<file path="src/rtl/seq_booth_mult.sv">
// seq_booth_mult: iterative multiplier, one add/sub-and-shift step per clock.
// Macro BOOTH_SIGNED_EN selects radix-2 Booth (signed); default is unsigned.
module seq_booth_mult #(
    parameter int WIDTH = 8
) (
    input  logic               CLK,
    input  logic               RST_N,
    input  logic               START,
    input  logic [WIDTH-1:0]   A,
    input  logic [WIDTH-1:0]   B,
    output logic               BUSY,
    output logic               DONE,
    output logic [2*WIDTH-1:0] P
);

    localparam int CW = $clog2(WIDTH) + 1;

    typedef enum logic [1:0] {
        IDLE,
        RUN,
        DONE_S
    } state_t;

    state_t             state_q, state_d;
    logic [WIDTH-1:0]   m_q, m_d;
    logic [WIDTH:0]     acc_q, acc_d;
    logic [WIDTH-1:0]   q_q, q_d;
    logic               q1_q, q1_d;
    logic [CW-1:0]      cnt_q, cnt_d;
    logic [2*WIDTH-1:0] p_q, p_d;

    logic [WIDTH:0]     mext;
    logic [WIDTH:0]     sum;
    logic [WIDTH:0]     sh_acc;
    logic [WIDTH-1:0]   sh_q;
    logic               sh_q1;

    // One arithmetic step followed by the right shift of {ACC,Q,Q_1}
    always_comb begin
        sum = acc_q;
`ifdef BOOTH_SIGNED_EN
        mext = {m_q[WIDTH-1], m_q};
        unique case ({q_q[0], q1_q})
            2'b01:   sum = acc_q + mext;
            2'b10:   sum = acc_q - mext;
            default: sum = acc_q;
        endcase
        sh_acc = {sum[WIDTH], sum[WIDTH:1]};
        sh_q1  = q_q[0];
`else
        mext = {1'b0, m_q};
        if (q_q[0]) begin
            sum = acc_q + mext;
        end
        sh_acc = {1'b0, sum[WIDTH:1]};
        sh_q1  = 1'b0;
`endif
        sh_q = {sum[0], q_q[WIDTH-1:1]};
    end

    // Next-state and datapath register updates
    always_comb begin
        state_d = state_q;
        m_d     = m_q;
        acc_d   = acc_q;
        q_d     = q_q;
        q1_d    = q1_q;
        cnt_d   = cnt_q;
        p_d     = p_q;
        unique case (state_q)
            IDLE: begin
                if (START) begin
                    m_d     = A;
                    q_d     = B;
                    acc_d   = '0;
                    q1_d    = 1'b0;
                    cnt_d   = CW'(WIDTH);
                    state_d = RUN;
                end
            end
            RUN: begin
                acc_d = sh_acc;
                q_d   = sh_q;
                q1_d  = sh_q1;
                cnt_d = cnt_q - CW'(1);
                if (cnt_q == CW'(1)) begin
                    p_d     = {sh_acc[WIDTH-1:0], sh_q};
                    state_d = DONE_S;
                end
            end
            DONE_S: begin
                state_d = IDLE;
            end
            default: begin
                state_d = IDLE;
            end
        endcase
    end

    // State and datapath flops, synchronous active-low clear
    always_ff @(posedge CLK) begin
        if (!RST_N) begin
            state_q <= IDLE;
            m_q     <= '0;
            acc_q   <= '0;
            q_q     <= '0;
            q1_q    <= 1'b0;
            cnt_q   <= '0;
            p_q     <= '0;
        end else begin
            state_q <= state_d;
            m_q     <= m_d;
            acc_q   <= acc_d;
            q_q     <= q_d;
            q1_q    <= q1_d;
            cnt_q   <= cnt_d;
            p_q     <= p_d;
        end
    end

    // Status decoded straight from the state register
    always_comb begin
        BUSY = (state_q == RUN);
        DONE = (state_q == DONE_S);
        P    = p_q;
    end

endmodule
</file>
<file path="config.mk">
export PLATFORM = sky130hd
export DESIGN_NAME = seq_booth_mult
export DESIGN_NICKNAME = d
export VERILOG_FILES = /design/src/rtl/seq_booth_mult.sv
export SDC_FILE = /design/constraint.sdc
export NUM_CORES = 1
export LEC_CHECK = 0
export CAP_MARGIN = 5
export CORE_MARGIN = 3
export CORE_UTILIZATION = 45
export CTS_BUF_LIST = sky130_fd_sc_hd__clkbuf_2
export CTS_CLUSTER_DIAMETER = 200
export CTS_CLUSTER_SIZE = 20
export DETAILED_ROUTE_END_ITERATION = 10
export PLACE_DENSITY = 0.69
export RECOVER_POWER = 100
export SYNTH_ARGS = -nofsm -noshare
export SYNTH_HDL_FRONTEND = slang
export SYNTH_SLANG_ARGS = --single-unit
export TNS_END_PERCENT = 20
</file>
<file path="constraint.sdc">
create_clock -name CLK -period 2.8 [get_ports CLK]
set_clock_uncertainty 0.2 [all_clocks]
set_input_delay 0.56 -clock CLK [delete_from_list [all_inputs] [get_ports CLK]]
set_output_delay 0.56 -clock CLK [all_outputs]
set_load 0.03 [all_outputs]
</file>
; ---- Word-level counts from Yosys, hierarchy flattened
; Index checks and enable logic that the tools add are counted.
; W data, S select, Z words.
[word_totals]
reg_bits = 47
in_bits = 19
out_inout_bits = 18
[classes]
n_addsub = 2
eq_ne = 5
n_mux = 10
n_reduce_logical = 6
[ops]
columns = op, n
row1 = $mux W9, 2
row2 = $pmux W9 S2, 1
row3 = $pmux W8 S2, 1
row4 = $add A9 B8 Y9, 1
row5 = $mux W8, 1
row6 = $pmux W4 S2, 1
row7 = $reduce_and A2 Y1, 4
row8 = $eq A4 B1 Y1 const B, 1
row9 = $mux W2, 2
row10 = $mux W4, 1
row11 = $pmux W2 S2, 1
row12 = $sub A4 B1 Y4 const B, 1
row13 = $eq A2 B1 Y1 const B, 1
row14 = $eq A2 B2 Y1 const B, 1
row15 = $logic_not A2 Y1, 1
row16 = $ne A2 B1 Y1 const B, 1
row17 = $ne A2 B2 Y1 const B, 1
row18 = $reduce_bool A2 Y1, 1

; ---- Logic depth before layout (Yosys ltp)
; Gate-level depths: netlist of the first run.
[depth]
ltp_word = 3
mapped_depth = 8
depth_no_buf = 7

; ---- Worst setup path after synthesis of the first run
; No wires, ideal clock.
[synth_timing]
path_type = register -> register
from = register m_q[0]
to = register acc_q[7]
arrival_ns = 1.713
required_time_ns = 2.483
slack_ns = 0.770
path_stages_with_launch = 7
period_less_slack_ns = 2.030
cell_sequence = dfxtp_1 -> ha_1 -> fa_1 -> a21o_1 -> a221oi_2 -> a21oi_1 -> a32o_1
[synth_between]
elab_chain_cells = 3
[synth_rtl]
columns = item, line_no
row1 = "start, declared", 25  ; logic [WIDTH-1:0] m_q, m_d;
row2 = "start signal, assigned", 112  ; m_q <= m_d;
row3 = $add A9 B8 Y9, 53  ; sum = acc_q + mext;
row4 = $mux W9, 52  ; if (q_q[0]) begin
row5 = $pmux W9 S2, 70  ; unique case (state_q)
row6 = "end signal, assigned", 105  ; acc_q <= '0;
row7 = "end signal, assigned", 113  ; acc_q <= acc_d;
row8 = "end, declared", 26  ; logic [WIDTH:0] acc_q, acc_d;
; No other way between the ends.
; A chain may end at the register's enable or synchronous reset.

; ---- Worst setup path after layout of the first run
[layout_timing]
from = register state_q[0]
to = output BUSY
[layout_between]
elab_chain_cells = 1
[layout_rtl]
columns = item, line_no
row1 = "start, declared", 24  ; state_t state_q, state_d;
row2 = "start signal, assigned", 111  ; state_q <= state_d;
row3 = $eq A2 B1 Y1, 123  ; BUSY = (state_q == RUN);
row4 = "end, declared", 11  ; output logic BUSY,
; No other way between the ends.

==> results of run 1 <==
cell usage after synthesis, types with 5 or more instances:
| cell | number |
|---|---|
| dfxtp_1 | 46 |
| a21boi_1 | 7 |
| o21ai_0 | 20 |
| and2_1 | 7 |
| ha_1 | 10 |
| nand2_1 | 48 |
| a21oi_1 | 13 |
| o221ai_1 | 6 |
| buf_2 | 5 |
| mux2i_1 | 7 |
| nor2_1 | 32 |
| a21boi_0 | 8 |
power groups by stage:
stage | Clock (W) | Combinational (W) | Sequential [W]
2_1_floorplan | 0 | 0.000133 | 0.000727
3_3_place_gp | 0 | 0.000195 | 0.000740
3_5_place_dp | 0 | 0.000195 | 0.000739
4_1_cts | 0.000312 | 0.000197 | 0.000727
5_1_grt | 0.000334 | 0.000217 | 0.000734
6_report | 0.000300 | 0.000191 | 0.000727
worst paths after layout:
path / endpoint / slack, ns / cells past startpoint
hold / removal: P[0] / 0.28 / 2
setup reg to reg: acc_q[7] / 0.40 / 6
setup / recovery: BUSY / 0.19 / 3
hold reg to reg: P[0] / 0.28 / 2
per-layer routing:
metal,global-route usage (%),vias up
met2,26.5,37
met4,4.53,0
met1,26.2,850
li1,-,964
met5,0,-
met3,3.78,4
cell usage in the layout, fill, tap and decap left out, drive strengths merged, types with 2 or more instances in the layout:
cell type,count
nand2,49
dfxtp,46
nor2,32
o21ai,21
dlygate4sd3,19
clkdlybuf4s50,17
a21boi,15
a21oi,13
ha,10
clkbuf,8
mux2i,7
and2,7
o221ai,6
inv,5
a22o,4
a21o,4
and3,4
xnor2,4
nand3,3
clkinv,2
a32o,2
o211a,2
buf,2
nor3b,2
cell type report:
cell class              instances  area [um^2]  area share [%]
multi-input cells             195         1180            44.5
flip-flops and latches         46          923            34.9
repair buffers                 41          387            14.6
well taps                      65         81.3            3.08
inverters                       5         26.3           0.994
clock buffers                   5         25.0           0.947
clock inverters                 3         25.0           0.947
flip-flops by register name, indices dropped and copies added (netlist names):
signal and cells:
m_q 8, cnt_q 4, state_q 2, acc_q 8, P 16, q_q 8
critical path, stage by stage, from the launching register on:
cell and delay [ns]:
dfxtp_2 0.50, nand2_4 0.13, inv_4 0.13, clkdlybuf4s50_1 0.68
through the flow:
step	area [um^2]	setup WS (ns)	total power, W	utilization, %
3_5_place_dp	2610	0.504	0.000933	57.6
6_report	2640	0.193	0.00122	58.3
4_1_cts	2660	0.0179	0.00123	58.7
5_1_grt	2640	0.0680	0.00128	58.3
2_1_floorplan	2200	0.770	0.000860	-
3_3_place_gp	2610	0.508	0.000934	57.6
kinds of logic (layout without fill, tap and decap cells):
logic type / count (synthesis) / in the layout / share of synthesized area, %
compound gates: 74 / 74 / 23.0
xor+xnor: 5 / 5 / 1.99
fa+ha+maj: 11 / 11 / 6.59
buf+inv: 18 / 54 / 4.37
flops: 46 / 46 / 41.8
mux: 7 / 7 / 3.18
simple gates: 98 / 98 / 19.1
timing repair:
item                                    4_1_cts  5_1_grt
endpoints found under the hold margin         0        0
resized for setup                             0        2
endpoints found under the setup margin        0        1
==> metrics.txt, run 1 <==
DR iter-0 viols=~130; Max clock buf depth=2; die width=approximately 76 um; Final Instance Count excl. Fillers=360; die area=just under 0.006 mm^2; Post-synth EDFFs=0; worst r2r src=m_q[0]; Static Leak=~1.1 nW; post-route setup TNS=0 ns; fin nets=324; Worst EP arrival=around 1.9 ns; Clock Latency Late Sink=around 0.42 ns; kind of critical path=reg2out; CP Capture Type=output pin; Mapped Area=around 0.0022 mm^2; P_int=around 0.00084 W; ys async rst share=0%; share of cells above drive strength 1=under 10%; hold_sp=P[0]; via/cell ratio=5.15; worst setup path startpoint=state_q[0]; Layout area overhead=20.0%; Highest Signal Layer=met4; CTS Hold Bufs=0; I/O pins=37; crit path max fanout=10; CTS H-tree depth=2; via count=~1900; fin crit period=between 2 and 3 ns; Post-Synthesis Cells=between 200 and 300; Max-Cap Viols=0; first-pass detailed-route iteration total=4; Synth Flop Type=dfxtp_1; Core ar.=between 0.004 and 0.005 mm^2; maximum vdd drop=around 0.34 mV; largest net degree at the start of global routing=17; CTS Sinks=46; Sequential Power Share=slightly below 60%; WL final=4.95 mm; Worst-path clk slew=0.26 ns; Worst Tran Pin Value=between 0.7 and 0.8 ns; Fillers=between 400 and 500; post-synth cell types=38; Clock Root Buffer=clkbuf_2; clock network fraction of total power=approximately a quarter; Num CTS Buffers=5; Met3 Routed Length=around 190 um; Inst Count DP=352; #FFs+latches synth=between 40 and 50; syn nets=approximately 290; row count=24; post-synth top area share=around two fifths; outcome=complete, no violations; DR DRC count=0; Ant. Diodes=0; Power Dens Cells=461 mW/mm^2; Fin. Hold Viols=0; NetSw=roughly 0.00037 W; GRT Util Overall=17.8%; vias in the first global route=1731; initial antenna violation count=0; sequential-to-total area share from yosys stat=between 40% and 50%; Synth area leaders=dfxtp_1 (42%), nand2_1 (8.2%), ha_1 (5.7%); final setup vio count=0; final max-slew violation count=0; Port Buffers=36; WP data required=between 2 and 2.5 ns; Post-CTS Setup Inserts=0; combinational power share=15.7%; HP Class=reg2reg; die height=76.0 um; final RePlAce weighted congestion=roughly 0.86; CTS tree=done; antenna-violating nets left=0; Initial Util=48.6%; period utilization=93.1%; average wire per standard cell=13.7 um; met2 wire len=around 2.2 mm; cell taking the most area after synthesis=dfxtp_1; Final Hold Slack=0.280 ns; RSZ-0062 raised after global routing=no; yosys warns=0; first-pass GRT wire length=8.50 mm; Peak Freq=about 380 MHz; Synth Area per Inst=between 8 and 9 um^2; M1 WL=2.53 mm; net switching fraction of the power=between 30 and 40%; max_slew headroom=48.1%; grt ovf=0; Startpoint Class=flip-flop; Final HPWL DP=roughly 3.5 mm
Power figures use the tool's default switching activity.
==> run 2, diff against run 1 <==
SLEW_MARGIN = 20   (was default)
==> results of run 2 <==
Final layout, timing and power as in run 1 (identical DEF).
==> variant (settings of run 1) <==
`WIDTH`: 8 -> 16.
--- a/src/rtl/seq_booth_mult.sv
+++ b/src/rtl/seq_booth_mult.sv
@@ -3,3 +3,3 @@
 module seq_booth_mult #(
-    parameter int WIDTH = 8
+    parameter int WIDTH = 16
 ) (
Interface: changed (resized A, B and P); port bits go from 37 to 69. The function was not compared with the original's and may differ.
==> variant against run 1 <==
- sequential cell count rose by 41
- first-iteration DRC count rose by 27%
- clock power rose by 94%
- synthesized cell count rose by 110%
- wire length rose by 120%
- sequential share of layout area fell by 1.8 points
- cell count rose by 110%
- synthesized area rose by 99%
- worst setup slack got worse by 0.040 ns
- total power rose by 91%
- design area rose by 99%
- via count rose by 120%
- utilization fell by 2.3 points
==> variant: results (changes against run 1) <==
{| class="wikitable"
! Metric !! Value
|-
| Worst hold path endpoint || P[1] (was P[0])
|-
| Post-CTS repair timing setup buffer count || 0 (unchanged)
|-
| Number of levels in the clock H-tree || 3 (was 2)
|-
| Initial antenna violation count || 1 (was 0)
|-
| Worst hold-check slack || 0.2712 ns (was 0.2805 ns)
|-
| TritonCTS buffer count || 9 (was 5)
|-
| First-pass GRT wire length || 18570 µm (was 8500 µm)
|-
| Netlist cell types || 57 (was 38)
|-
| Post-cts sizing count || 0 (unchanged)
|-
| Slowest stage delay, CP || 0.42 ns (was 0.68 ns)
|-
| Synthesized netlist net count || 606 (was 289)
|-
| Vias in the first global route || 3822 (was 1731)
|-
| Largest net degree at the start of global routing || 30 (was 17)
|-
| Routed len/inst || 14.93 µm (was 13.74 µm)
|-
| Detailed placement HPWL || 7970 µm (was 3547 µm)
|-
| Flop2flop setup slack || 0.15 ns (was 0.40 ns)
|-
| Max FFs per register || 32 (was 16)
|-
| Leading post-synthesis cells by cell area || sky130_fd_sc_hd__dfxtp_1 (40%), sky130_fd_sc_hd__nand2_1 (8.8%), sky130_fd_sc_hd__a21oi_1 (8.8%) (was sky130_fd_sc_hd__dfxtp_1 (42%), sky130_fd_sc_hd__nand2_1 (8.2%), sky130_fd_sc_hd__ha_1 (5.7%))
|-
| Count of synthesis-stage warnings from yosys || 0 (unchanged)
|-
| Total vias in the final route || 4116 (was 1855)
|-
| IR Drop Worst-Case VDD || 0.0002208 V (was 0.0003397 V)
|-
| Static Leakage || 0.002043 µW (was 0.001114 µW)
|-
| Number of cell instances on the worst register-to-register path || 7 (was 6)
|-
| Arrival time at the worst endpoint || 2.90 ns (was 1.85 ns)
|-
| Share of synthesized area occupied by flip-flops and latches || 0.3964 (was 0.4179)
|-
| Capturing point of the worst reg2reg path || acc_q[12] (was acc_q[7])
|-
| Crit-path slowest cell || sky130_fd_sc_hd__ha_1 (was sky130_fd_sc_hd__clkdlybuf4s50_1)
|-
| Biggest fanout along the worst timing path || 5 (was 10)
|-
| Port buffer count || 68 (was 36)
|-
| R2R Path Start || acc_q[2] (was m_q[0])
|-
| Most common library cells after synthesis || sky130_fd_sc_hd__nand2_1 (103), sky130_fd_sc_hd__dfxtp_1 (87), sky130_fd_sc_hd__a21oi_1 (77) (was sky130_fd_sc_hd__nand2_1 (48), sky130_fd_sc_hd__dfxtp_1 (46), sky130_fd_sc_hd__nor2_1 (32))
|-
| Family with the most delay on the worst path || compound AO/OA/AOI/OAI gates (was buffers and inverters)
|-
| Remaining max-slew budget at the tightest pin || 0.5523 (was 0.4814)
|-
| Global Route Usage Sum || 0.2044 (was 0.1780)
|-
| Worst skew pair latency || 0.53 ns (was 0.42 ns)
|-
| Iteration-0 DRC Markers || 163 (was 128)
|-
| Status || completed (unchanged)
|-
| Critical path startpoint || acc_q[2] (was state_q[0])
|}
-- variant: cell count changes after synthesis, moves of 6 or more --
cell,run 1,this run
sky130_fd_sc_hd__nor3_1,1,7
sky130_fd_sc_hd__a31oi_1,0,15
sky130_fd_sc_hd__a21oi_1,13,77
sky130_fd_sc_hd__a22oi_1,0,15
sky130_fd_sc_hd__nand2_1,48,103
sky130_fd_sc_hd__clkbuf_1,4,32
sky130_fd_sc_hd__a211oi_1,1,12
sky130_fd_sc_hd__buf_1,0,6
sky130_fd_sc_hd__nor2_1,32,43
sky130_fd_sc_hd__a21boi_1,7,0
sky130_fd_sc_hd__ha_1,10,18
sky130_fd_sc_hd__dfxtp_1,46,87
sky130_fd_sc_hd__nand3_1,3,13
-- variant: how the worst max path moves through the flow --
stage                      endpoint  cells past startpoint
final                     acc_q[12]                      7
after global routing      acc_q[12]                      7
after CTS                      BUSY                      4
after detailed placement      P[25]                      8
after global placement        P[25]                      8
after floorplan               P[25]                      8
-- variant: cell type report --
| class | instances | area [µm²] |
|---|---|---|
| Fill cell | 928 | 4119 |
| Sequential cell | 87 | 1742 |
| Antenna cell | 1 | 2.502 |
| Multi-Input combinational cell | 416 | 2431 |
| Tap cell | 129 | 161.4 |
| Clock buffer | 9 | 45.04 |
| Clock inverter | 7 | 55.05 |
| Inverter | 6 | 22.52 |
| Timing Repair Buffer | 86 | 793.3 |
-- variant: per-layer routing --
metal,GRT usage,share of wire,vias to the layer above
met5,0,0,-
met4,0.06560,0.018,0
met3,0.04077,0.049,17
met2,0.3176,0.45,106
met1,0.2849,0.48,1929
li1,-,-,2064
-- variant: metrics by stage --
step / cells / setup slack (ns) / utilization / area, µm²
finish: 741 / 0.1523 / 0.5605 / 5253
global route: 741 / 0.04045 / 0.5605 / 5253
global placement: 724 / 0.2878 / 0.5531 / 5184
detailed placement: 724 / 0.2273 / 0.5531 / 5184
floorplan: 552 / 0.4019 / - / 4394
CTS: 740 / 0.09533 / 0.5638 / 5284
-- variant: power by group --
part           switching [µW]  internal, µW
sequential               38.2          1300
clock                     454           129
combinational             245           159
-- variant: kinds of logic after synthesis --
| logic type | after synthesis | synth area share |
|---|---|---|
| AO/OA/AOI/OAI | 179 | 0.2597 |
| AND/OR/NAND/NOR | 200 | 0.2013 |
| multiplexers | 9 | 0.02164 |
| XOR/XNOR | 9 | 0.01794 |
| flip-flops | 87 | 0.3964 |
| buffers and inverters | 49 | 0.04727 |
| adder cells (fa/ha/maj) | 19 | 0.05581 |
-- variant: tightest hold or removal path, delay by kind of cell, from the launching register on --
family / cells / cell delay (ns)
compound gates: 1 / 0.05
flops: 1 / 0.38
simple gates: 1 / 0.06
